File: config.mk
export PLATFORM = sky130hd
export DESIGN_NAME = pc_btb_flat
export DESIGN_NICKNAME = d
export VERILOG_FILES = /design/src/rtl/cpu_types_pkg.sv /design/src/rtl/pc_btb_if.sv /design/src/rtl/btb_table.sv /design/src/rtl/pc_btb.sv /design/src/flat_wrapper.sv
export SDC_FILE = /design/constraint.sdc
export NUM_CORES = 1
export LEC_CHECK = 0
export CORE_MARGIN = 5
export CORE_UTILIZATION = 60
export DETAILED_ROUTE_END_ITERATION = 12
export HOLD_SLACK_MARGIN = 0.03
export PLACE_DENSITY = 0.77
export REMOVE_ABC_BUFFERS = 1
export SLEW_MARGIN = 5
export SYNTH_ARGS = -nofsm -noshare
export SYNTH_HDL_FRONTEND = slang
export SYNTH_SLANG_ARGS = --single-unit
File: constraint.sdc
create_clock -name CLK -period 6.8 [get_ports CLK]
set_input_delay 0.68 -clock CLK [delete_from_list [all_inputs] [get_ports CLK]]
set_output_delay 0.68 -clock CLK [all_outputs]
set_load 0.01 [all_outputs]
File: src/rtl/cpu_types_pkg.sv
// Shared fetch/BTB types: 2-bit direction counter, BTB entry layout and counter update rule.
package cpu_types_pkg;

    localparam int unsigned XLEN      = 32;
    localparam int unsigned TGT_W     = 30;
    // Widest tag (BTB_ENTRIES = 2); narrower tags are zero-extended into this field.
    localparam int unsigned TAG_MAX_W = 29;

    typedef enum logic [1:0] {
        CNT_SNT = 2'd0,
        CNT_WNT = 2'd1,
        CNT_WT  = 2'd2,
        CNT_ST  = 2'd3
    } ctr_e;

    typedef struct packed {
        logic                 valid;
        logic [TAG_MAX_W-1:0] tag;
        logic [TGT_W-1:0]     target;
        ctr_e                 ctr;
    } btb_entry_t;

    // Saturating step of the direction counter toward the resolved outcome.
    function automatic ctr_e ctr_step(input ctr_e c, input logic taken);
        ctr_e r;
        r = c;
        unique case (c)
            CNT_SNT: r = taken ? CNT_WNT : CNT_SNT;
            CNT_WNT: r = taken ? CNT_WT  : CNT_SNT;
            CNT_WT:  r = taken ? CNT_ST  : CNT_WNT;
            CNT_ST:  r = taken ? CNT_ST  : CNT_WT;
            default: r = c;
        endcase
        return r;
    endfunction

endpackage

File: src/rtl/pc_btb_if.sv
// Fetch-side bus: PC/prediction outputs plus resolve and redirect inputs.
interface pc_btb_if;
    import cpu_types_pkg::*;

    logic            pcEN;
    logic [XLEN-1:0] cpc;
    logic [XLEN-1:0] npc;
    logic            pred_taken;
    logic [XLEN-1:0] pred_target;
    logic            resolve_valid;
    logic [XLEN-1:0] resolve_pc;
    logic            resolve_taken;
    logic [XLEN-1:0] resolve_target;
    logic            redirect;
    logic [XLEN-1:0] redirect_pc;

    modport master (
        output pcEN, resolve_valid, resolve_pc, resolve_taken, resolve_target,
               redirect, redirect_pc,
        input  cpc, npc, pred_taken, pred_target
    );

    modport slave (
        input  pcEN, resolve_valid, resolve_pc, resolve_taken, resolve_target,
               redirect, redirect_pc,
        output cpc, npc, pred_taken, pred_target
    );
endinterface

File: src/rtl/btb_table.sv
// Direct-mapped BTB storage: combinational lookup port, synchronous read-modify-write update port.
module btb_table
    import cpu_types_pkg::*;
#(
    parameter int unsigned ENTRIES = 16,
    parameter int unsigned IDX_W   = 4
) (
    input  logic                 CLK,
    input  logic                 nRST,
    input  logic [IDX_W-1:0]     rd_idx,
    output btb_entry_t           rd_entry_c,
    input  logic                 upd_en,
    input  logic [IDX_W-1:0]     upd_idx,
    input  logic [TAG_MAX_W-1:0] upd_tag,
    input  logic                 upd_taken,
    input  logic [TGT_W-1:0]     upd_target
);

    logic [ENTRIES-1:0]   valid_q;
    logic [TAG_MAX_W-1:0] tag_q    [ENTRIES];
    logic [TGT_W-1:0]     target_q [ENTRIES];
    ctr_e                 ctr_q    [ENTRIES];

    logic upd_hit_c;

    always_comb begin
        rd_entry_c        = '0;
        rd_entry_c.valid  = valid_q[rd_idx];
        rd_entry_c.tag    = tag_q[rd_idx];
        rd_entry_c.target = target_q[rd_idx];
        rd_entry_c.ctr    = ctr_q[rd_idx];
    end

    assign upd_hit_c = valid_q[upd_idx] && (tag_q[upd_idx] == upd_tag);

    // Only valid bits are reset; a hit already has valid set, a taken miss allocates.
    always_ff @(posedge CLK or negedge nRST) begin
        if (!nRST) begin
            valid_q <= '0;
        end else if (upd_en && upd_taken) begin
            valid_q[upd_idx] <= 1'b1;
        end
    end

    // Payload writes during reset are harmless: the entry stays invalid.
    always_ff @(posedge CLK) begin
        if (upd_en) begin
            if (upd_hit_c) begin
                ctr_q[upd_idx] <= ctr_step(ctr_q[upd_idx], upd_taken);
                if (upd_taken) begin
                    target_q[upd_idx] <= upd_target;
                end
            end else if (upd_taken) begin
                tag_q[upd_idx]    <= upd_tag;
                target_q[upd_idx] <= upd_target;
                ctr_q[upd_idx]    <= CNT_WT;
            end
        end
    end

endmodule

File: src/rtl/pc_btb.sv
// Fetch PC register with direct-mapped branch target buffer prediction and redirect.
module pc_btb
    import cpu_types_pkg::*;
#(
    parameter logic [31:0] PC_INIT     = 32'h0000_0000,
    parameter int unsigned BTB_ENTRIES = 16
) (
    input  logic     CLK,
    input  logic     nRST,
    pc_btb_if.slave  bus
);

    localparam int unsigned IDX_W = $clog2(BTB_ENTRIES);
    localparam int unsigned TAG_W = 30 - IDX_W;

    // Word-aligned PC; the two low bits are implicitly 00.
    logic [TGT_W-1:0]     pc_q;
    logic [TGT_W-1:0]     pc_d;
    logic [XLEN-1:0]      cpc_c;
    logic [XLEN-1:0]      npc_c;
    logic [IDX_W-1:0]     lk_idx;
    logic [TAG_MAX_W-1:0] lk_tag;
    logic [IDX_W-1:0]     up_idx;
    logic [TAG_MAX_W-1:0] up_tag;
    btb_entry_t           lk_entry_c;
    logic                 pred_taken_c;
    logic                 unused_lsbs;

    assign cpc_c  = {pc_q, 2'b00};
    assign npc_c  = cpc_c + 32'd4;

    assign lk_idx = pc_q[IDX_W-1:0];
    assign lk_tag = TAG_MAX_W'(pc_q[IDX_W +: TAG_W]);
    assign up_idx = bus.resolve_pc[IDX_W+1:2];
    assign up_tag = TAG_MAX_W'(bus.resolve_pc[31:IDX_W+2]);

    btb_table #(
        .ENTRIES (BTB_ENTRIES),
        .IDX_W   (IDX_W)
    ) u_btb_table (
        .CLK        (CLK),
        .nRST       (nRST),
        .rd_idx     (lk_idx),
        .rd_entry_c (lk_entry_c),
        .upd_en     (bus.resolve_valid),
        .upd_idx    (up_idx),
        .upd_tag    (up_tag),
        .upd_taken  (bus.resolve_taken),
        .upd_target (bus.resolve_target[31:2])
    );

    assign pred_taken_c    = lk_entry_c.valid && (lk_entry_c.tag == lk_tag) && lk_entry_c.ctr[1];

    assign bus.cpc         = cpc_c;
    assign bus.npc         = npc_c;
    assign bus.pred_taken  = pred_taken_c;
    assign bus.pred_target = {lk_entry_c.target, 2'b00};

    assign unused_lsbs = ^{bus.redirect_pc[1:0], bus.resolve_target[1:0],
                           bus.resolve_pc[1:0], npc_c[1:0]};

    // Next-PC priority: redirect, then predicted target, then sequential, else hold.
    always_comb begin
        pc_d = pc_q;
        if (bus.redirect) begin
            pc_d = bus.redirect_pc[31:2];
        end else if (bus.pcEN) begin
            pc_d = pred_taken_c ? lk_entry_c.target : npc_c[31:2];
        end
    end

    always_ff @(posedge CLK or negedge nRST) begin
        if (!nRST) begin
            pc_q <= PC_INIT[31:2];
        end else begin
            pc_q <= pc_d;
        end
    end

endmodule
File: src/flat_wrapper.sv
// flat-port wrapper written by rule: the top's interface ports become plain ports
module pc_btb_flat import cpu_types_pkg::*;
#(
    parameter logic [31:0] PC_INIT     = 32'h0000_0000,
    parameter int unsigned BTB_ENTRIES = 16
)
  (CLK, nRST, bus_pcEN, bus_resolve_valid, bus_resolve_pc, bus_resolve_taken, bus_resolve_target, bus_redirect, bus_redirect_pc, bus_cpc, bus_npc, bus_pred_taken, bus_pred_target);
  pc_btb_if bus_i ();
  input  logic CLK;
  input  logic nRST;
  input wire logic [$bits(bus_i.pcEN)-1:0] bus_pcEN;
  input wire logic [$bits(bus_i.resolve_valid)-1:0] bus_resolve_valid;
  input wire logic [$bits(bus_i.resolve_pc)-1:0] bus_resolve_pc;
  input wire logic [$bits(bus_i.resolve_taken)-1:0] bus_resolve_taken;
  input wire logic [$bits(bus_i.resolve_target)-1:0] bus_resolve_target;
  input wire logic [$bits(bus_i.redirect)-1:0] bus_redirect;
  input wire logic [$bits(bus_i.redirect_pc)-1:0] bus_redirect_pc;
  output wire logic [$bits(bus_i.cpc)-1:0] bus_cpc;
  output wire logic [$bits(bus_i.npc)-1:0] bus_npc;
  output wire logic [$bits(bus_i.pred_taken)-1:0] bus_pred_taken;
  output wire logic [$bits(bus_i.pred_target)-1:0] bus_pred_target;
  assign bus_i.pcEN = bus_pcEN;
  assign bus_i.resolve_valid = bus_resolve_valid;
  assign bus_i.resolve_pc = bus_resolve_pc;
  assign bus_i.resolve_taken = bus_resolve_taken;
  assign bus_i.resolve_target = bus_resolve_target;
  assign bus_i.redirect = bus_redirect;
  assign bus_i.redirect_pc = bus_redirect_pc;
  assign bus_cpc = bus_i.cpc;
  assign bus_npc = bus_i.npc;
  assign bus_pred_taken = bus_i.pred_taken;
  assign bus_pred_target = bus_i.pred_target;
  pc_btb #(.PC_INIT(PC_INIT), .BTB_ENTRIES(BTB_ENTRIES)) u_core (.CLK(CLK), .nRST(nRST), .bus(bus_i));
endmodule
=== Word level (Yosys, flattened, before mapping) ===
Memories as Yosys holds them, arrays and structs flattened.
Index checks and enable logic that the tools add are counted.

* Bits in registers: 46
* Memory bits (writable): 928
* Input bits: 102
* Output and inout bits: 97
* Word-level logic and storage cells: 52
* Memories: 3

{| class="wikitable"
|+ Memories
! memory !! depth !! bits a word !! read ports !! clocked after memory_dff !! write ports !! line !! source
|-
| u_core.u_btb_table.target_q || 16 || 30 || 1 || 0 || 1 || btb_table.sv:21 || <nowiki>logic [TGT_W-1:0] target_q [ENTRIES];</nowiki>
|-
| u_core.u_btb_table.tag_q || 16 || 26 || 2 || 0 || 1 || btb_table.sv:20 || <nowiki>logic [TAG_MAX_W-1:0] tag_q [ENTRIES];</nowiki>
|-
| u_core.u_btb_table.ctr_q || 16 || 2 || 2 || 0 || 1 || btb_table.sv:22 || <nowiki>ctr_e ctr_q [ENTRIES];</nowiki>
|}

* $add $sub $neg: 1
* Order comparisons: 3
* Eq/ne operators: 5
* Multiplexer cells: 28
* Bitwise operators: 3
* Reductions and logical operators: 7

{| class="wikitable"
|+ Operators with widths
! cell !! count
|-
| 30-bit 2-to-1 mux || 4
|-
| 29-bit by 26-bit == test with 1-bit output || 2
|-
| 32-bit by 3-bit adder with 32-bit output, second input constant || 1
|-
| 16-bit bitwise OR || 1
|-
| 1-bit 2-to-1 mux || 15
|-
| 4-bit by 5-bit < comparator with 1-bit output, second input constant || 2
|-
| 2-bit 2-to-1 mux || 5
|-
| 1-bit binary-select mux with 4-bit select || 2
|-
| 2-bit one-hot mux with 4 select lines || 1
|-
| 1-bit logical AND || 5
|-
| 1-bit demux with 4-bit select || 1
|-
| 2-bit == test, second input constant || 2
|-
| 4-bit by 1-bit >= comparator with 1-bit output, second input constant || 1
|-
| 2-bit by 1-bit == test with 1-bit output, second input constant || 1
|-
| 2-bit zero test || 1
|-
| 1-bit bitwise OR || 2
|-
| 2-bit nonzero test || 1
|}

=== Depth between registers and ports, before layout ===
* Depth in word-level cells: 7
* Gate-level depth with buffers: 16
* Mapped depth without buffers: 8

=== Hierarchy ===
Synthesis repeated with hierarchy kept, for this count alone.

* Cell total of the unflattened synthesis: 2321
* Area total of the unflattened synthesis: 45541.2 µm²

{| class="wikitable"
|+ Modules (own cells, without submodules)
! module !! times used !! cells an instance !! area each (µm²) !! seq. area each (µm²)
|-
| btb_table || 1 || 1906 || 42443.2 || 29708.5
|-
| pc_btb || 1 || 415 || 3098.0 || 750.7
|}

=== Least setup slack after synthesis ===
OpenSTA, ideal clock, no wires.

* Path kind: in2reg
* Start point: input port bus_resolve_pc[3]
* End point: memory u_core.u_btb_table.tag_q[10][0] (netlist bit) (enable)
* Library setup time: 0.441 ns
* Data arrival time: 5.135 ns
* Required time: 6.359 ns
* Slack: 1.223 ns
* Stages on the path: 11
* Buffers on the path: 5
* Cell sequence: buf_1 -> clkbuf_1 -> buf_2 -> buf_1 -> mux4_2 -> mux4_2 -> xnor2_1 -> nand4_1 -> nor4_4 -> buf_2 -> nor3_1

* Cells in the longest elaborated chain, start to end: 6
* Elaborated cells on any way between the ends: 8
* Those cells by class: eq/ne: 1; mux: 5; reduce/logical: 1; memory: 1

{| class="wikitable"
|+ Ends and longest elaborated chain
! element !! line !! source
|-
| start, declared || flat_wrapper.sv:13 || <nowiki>input wire logic [$bits(bus_i.resolve_pc)-1:0] bus_resolve_pc;</nowiki>
|-
| memory 16 x 26 bit / 1-bit binary-select mux with 4-bit select (equally long branches) || n/a ||
|-
| 29-bit by 26-bit == test with 1-bit output / 1-bit 2-to-1 mux (equally long branches) || btb_table.sv:34 || <nowiki>assign upd_hit_c = valid_q[upd_idx] && (tag_q[upd_idx] == upd_tag);</nowiki>
|-
| 1-bit logical AND || btb_table.sv:34 ||
|-
| 1-bit 2-to-1 mux || btb_table.sv:48 || <nowiki>if (upd_hit_c) begin</nowiki>
|-
| 1-bit 2-to-1 mux || btb_table.sv:47 || <nowiki>if (upd_en) begin</nowiki>
|-
| 1-bit 2-to-1 mux (not written as such) || btb_table.sv:54 || <nowiki>tag_q[upd_idx] <= upd_tag;</nowiki>
|-
| end, declared || btb_table.sv:20 ||
|}

Several ways; a longest one is shown, not always the timed one. The select of a mux whose other input is x is not followed.

=== Worst setup path after layout ===
* Start point: register u_core.pc_q[1]
* End point: output port bus_npc[27]

* Cells in the longest elaborated chain, start to end: 1

{| class="wikitable"
|+ Ends and longest elaborated chain
! element !! line !! source
|-
| start, declared || pc_btb.sv:17 || <nowiki>logic [TGT_W-1:0] pc_q;</nowiki>
|-
| start signal, assigned || pc_btb.sv:74 || <nowiki>pc_q <= PC_INIT[31:2];</nowiki>
|-
| start signal, assigned || pc_btb.sv:76 || <nowiki>pc_q <= pc_d;</nowiki>
|-
| 32-bit by 3-bit adder with 32-bit output || pc_btb.sv:30 || <nowiki>assign npc_c = cpc_c + 32'd4;</nowiki>
|-
| end, declared || flat_wrapper.sv:19 || <nowiki>output wire logic [$bits(bus_i.npc)-1:0] bus_npc;</nowiki>
|}

Every way passes these cells.

==> flow_summary_export.csv <==
group,metric,value,unit
worst_setup_path,crit_start,"u_core.pc_q[1]",
worst_setup_path,crit_arrival,5.20,ns
placement,place_hpwl,67.5,mm
worst_setup_path,crit_type,"flip-flop to output pin",
yosys,netlist_area,42600,um^2
flow_run,timing.max_cap.violations,0,
worst_setup_path,start_kind,"flip-flop",
timing,fmaxAchievable,170,MHz
floorplanning,pin_count,199,
clock_tree,clock-root-buffer,"clkbuf_16",
global_routing,grt_start_max_net_pins,76,
clock_tree,hold_buffers,0,
yosys,avgSynthCellArea,18.7,um^2
clock_tree,htree_num_levels,3,
drt,routedWlPerCell,32.2,um
yosys,synth-seq-area-share,0.681,
pwr,power.total,14.3,mW
clock_tree,clock_path_buffers,3,
worst_setup_path,crit_path_end_kind,"output pin",
timing,maxSlewHeadroom,0.198,
global_routing,antenna_found_initial,7,
drt,drt_iter0_markers,3118,
timing,setup_violations,0,
floorplanning,num_rows,97,
floorplanning,core-area,70300,um^2
global_routing,grt_pass1_vias,25200,
yosys,async_reset_ff_frac,0.0472,
status,outcome,"complete, no violations",
yosys,ys.flop_type,"edfxtp_1",
global_routing,grt_usage,0.293,
layout,postLayoutCellArea,49100,um^2
yosys,netlist_instances,2284,
placement,io_buffer_count,186,
floorplanning,die_h,277,um
drt,ant_nets,0,
clock_tree,cts_setup_buffers,0,
pwr,power_density,292,nW/um^2
clock_tree,clock_latency,0.66,ns
drt,drc,0,
yosys,synth_edf_count,928,
worst_setup_path,reg2reg_to,"u_core.pc_q[3]",
worst_setup_path,r2r-start,"u_core.pc_q[1]",
floorplanning,start_util,0.607,
timing,worst_slew_pin_slew,1.20,ns
worst_setup_path,critPathRequiredTime,6.12,ns
floorplanning,die_w,277,um
drt,via_per_inst,7.08,
clock_tree,cts_buffers,96,
layout,drive_gt1_frac,0.237,
layout,layout.nets,2588,
drt,drt-pass1-iter-count,6,
global_routing,grt_first_pass_wirelength,167,mm
layout,n_fill_cell,4238,
placement,gp_congestion,0.892,
clock_tree,clock_sinks,974,
pwr,peakVddDrop,0.258,mV
timing,hold_viol,0,
worst_setup_path,ff2ff_path_depth,10,
timing,finalCritPeriodShare,0.865,
pwr,p_leak,15.8,nW
drt,via_count,24900,
timing,rsz0062_at_grt,"no",
worst_hold_path,worstHoldPathType,"primary input to async pin",
floorplanning,dieArea,76500,um^2
timing,layout_min_cycle_time,5.88,ns
clock_tree,cts_tree,"yes",
worst_setup_path,crit_fanout,39,
placement,dpl.cell_count,3327,
clock_tree,clk_pin_slew,0.06,ns
global_routing,grt-ovfl-total,0,
clock_tree,cts.repair.resized,0,
timing,skew,0.0228,ns
timing,finalMaxSlewViolations,0,
worst_setup_path,r2r_slack,1.65,ns
yosys,synth_warnings,0,
layout,final_cells,3512,
drt,routed_wl,113,mm
yosys,ys_types,58,
placement,placed_area,45800,um^2
yosys,synth.ff_latch_count,974,
layout,area_growth,15.1,%
worst_setup_path,critPathCapture,"bus_npc[27]",
==> critical path, cell delays in order, from the launching register on <==
cell and delay (ns):
dfrtp_4 0.91, and2_2 0.77, buf_4 0.45, nand2_1 0.18, or4_1 0.64, or2_2 0.39, nor3_1 0.20, xor2_1 0.35
clkdlybuf4s50_1 0.61
==> metal layers <==
metal	GRT usage	up-vias	wire [um]
li1	-	10100	-
met1	0.402	12800	41300
met2	0.473	1718	55200
met3	0.0680	285	12500
met4	0.101	8	4130
met5	0	-	53
==> cell type report <==
cell class,count,area (um^2),share of cell area
Antenna cell,3,7.51,0.000153
Timing Repair Buffer,271,2520,0.0513
Clock inverter,65,707,0.0144
Multi-Input combinational cell,1137,13000,0.266
Inverter,5,18.8,0.000383
Sequential cell,974,29000,0.592
Clock buffer,117,2560,0.0523
Tap cell,940,1180,0.0240
==> logic make-up (layout without fill, tap and decap cells) <==
kind of cell | count (synthesis) | count (layout) | share of synthesized area
flops | 974 | 974 | 0.681
mux | 451 | 451 | 0.194
simple gates | 330 | 330 | 0.0432
compound gates | 272 | 272 | 0.0467
buf+inv | 178 | 458 | 0.0191
xor+xnor | 77 | 77 | 0.0160
fa+ha+maj | 1 | 1 | 0.000293
other cells | 1 | 9 | 0.0000880
==> state kept, by name, indices dropped and copies added, names as in the netlist <==
name                         cells
u_core.u_btb_table.target_q    480
u_core.u_btb_table.ctr_q        32
u_core.u_btb_table.valid_q      16
u_core.pc_q                     30
u_core.u_btb_table.tag_q       416
==> synth_stat cells, drive strengths merged, types with 3 or more instances <==
cell     instances  area [um^2]
a21oi           41          205
a221o           12          120
a221oi          72          631
a22o            10         87.6
a22oi           34          255
and3            12         75.1
and4             4         35.0
buf             83          458
clkbuf          90          339
dfrtp           46         1150
edfxtp         928        27900
inv              5         18.8
mux2i          150         1500
mux4           300         6760
nand2           56          210
nand2b           7         43.8
nand3           41          205
nand3b           3         22.5
nand4           43          269
nor2            49          186
nor2b            7         43.8
nor3            41          255
nor3b           27          203
nor4             7         58.8
o2111a           3         33.8
o2111ai          6         52.6
o211ai          31          233
o21ai           44          220
o22ai            5         31.3
o41ai            8         70.1
or2             18          113
or3              3         18.8
or4              3         26.3
xnor2           48          428
xor2            29          254
==> worst min-delay path by stage <==
stage	start	to	slack, ns
global placement	u_core.u_btb_table.valid_q[8]	u_core.u_btb_table.valid_q[8]	0.47
detailed placement	u_core.u_btb_table.valid_q[9]	u_core.u_btb_table.valid_q[9]	0.48
global route	nRST	u_core.pc_q[22]	0.21
CTS	nRST	u_core.u_btb_table.valid_q[13]	0.17
finish	nRST	u_core.pc_q[22]	0.19
floorplan	nRST	u_core.pc_q[0]	0.38
==> through the flow <==
step | utilization | TNS [ns] | setup WS (ns) | hold slack, ns
after floorplan | - | -596.65 | -7.92 | 0.384
after global placement | 0.651 | 0 | 1.24 | 0.474
after detailed placement | 0.651 | 0 | 1.19 | 0.483
after CTS | 0.698 | 0 | 0.980 | 0.174
after global routing | 0.698 | 0 | 0.662 | 0.214
final | 0.698 | 0 | 0.917 | 0.185
==> power breakdown <==
part | leakage (nW) | internal (mW) | switching [mW]
Clock | 1.58 | 3.20 | 2.26
Combinational | 5.33 | 0.907 | 1.15
Sequential | 8.91 | 6.68 | 0.138
Total | 15.8 | 10.8 | 3.54
==> layout by cell type (no fill, tap or decap), types with 5 or more instances in the layout <==
| cell type | Yosys | layout |
|---|---|---|
| conb_1 | 1 | 6 |
| nor4_1 | 6 | 6 |
| edfxtp_1 | 928 | 928 |
| and3_1 | 12 | 12 |
| nand2b_1 | 7 | 7 |
| o22ai_1 | 5 | 5 |
| nand3_1 | 41 | 41 |
| o41ai_1 | 8 | 8 |
| bufinv_16 | 0 | 13 |
| a221o_1 | 12 | 12 |
| nor3_1 | 31 | 15 |
| clkbuf_1 | 89 | 16 |
| nor2_1 | 48 | 32 |
| or2_2 | 18 | 18 |
| clkinvlp_4 | 0 | 6 |
| clkinv_2 | 0 | 13 |
| a221oi_1 | 72 | 72 |
| nor3_2 | 10 | 26 |
| a22oi_1 | 34 | 34 |
| clkbuf_16 | 0 | 99 |
| nor2_4 | 0 | 16 |
| nand2_1 | 56 | 56 |
| a22o_1 | 10 | 10 |
| clkdlybuf4s50_1 | 0 | 180 |
| nor2b_1 | 7 | 5 |
| dfrtp_1 | 46 | 42 |
| xnor2_1 | 47 | 47 |
| mux4_2 | 300 | 300 |
| o2111ai_1 | 6 | 6 |
| nor3b_1 | 27 | 27 |
| nand4_1 | 43 | 43 |
| mux2i_1 | 150 | 150 |
| a21oi_1 | 41 | 41 |
| o21ai_0 | 44 | 44 |
| clkinv_1 | 0 | 24 |
| o211ai_1 | 31 | 31 |
| xor2_1 | 29 | 29 |
| buf_4 | 18 | 83 |
Power figures use the tool's default switching activity.
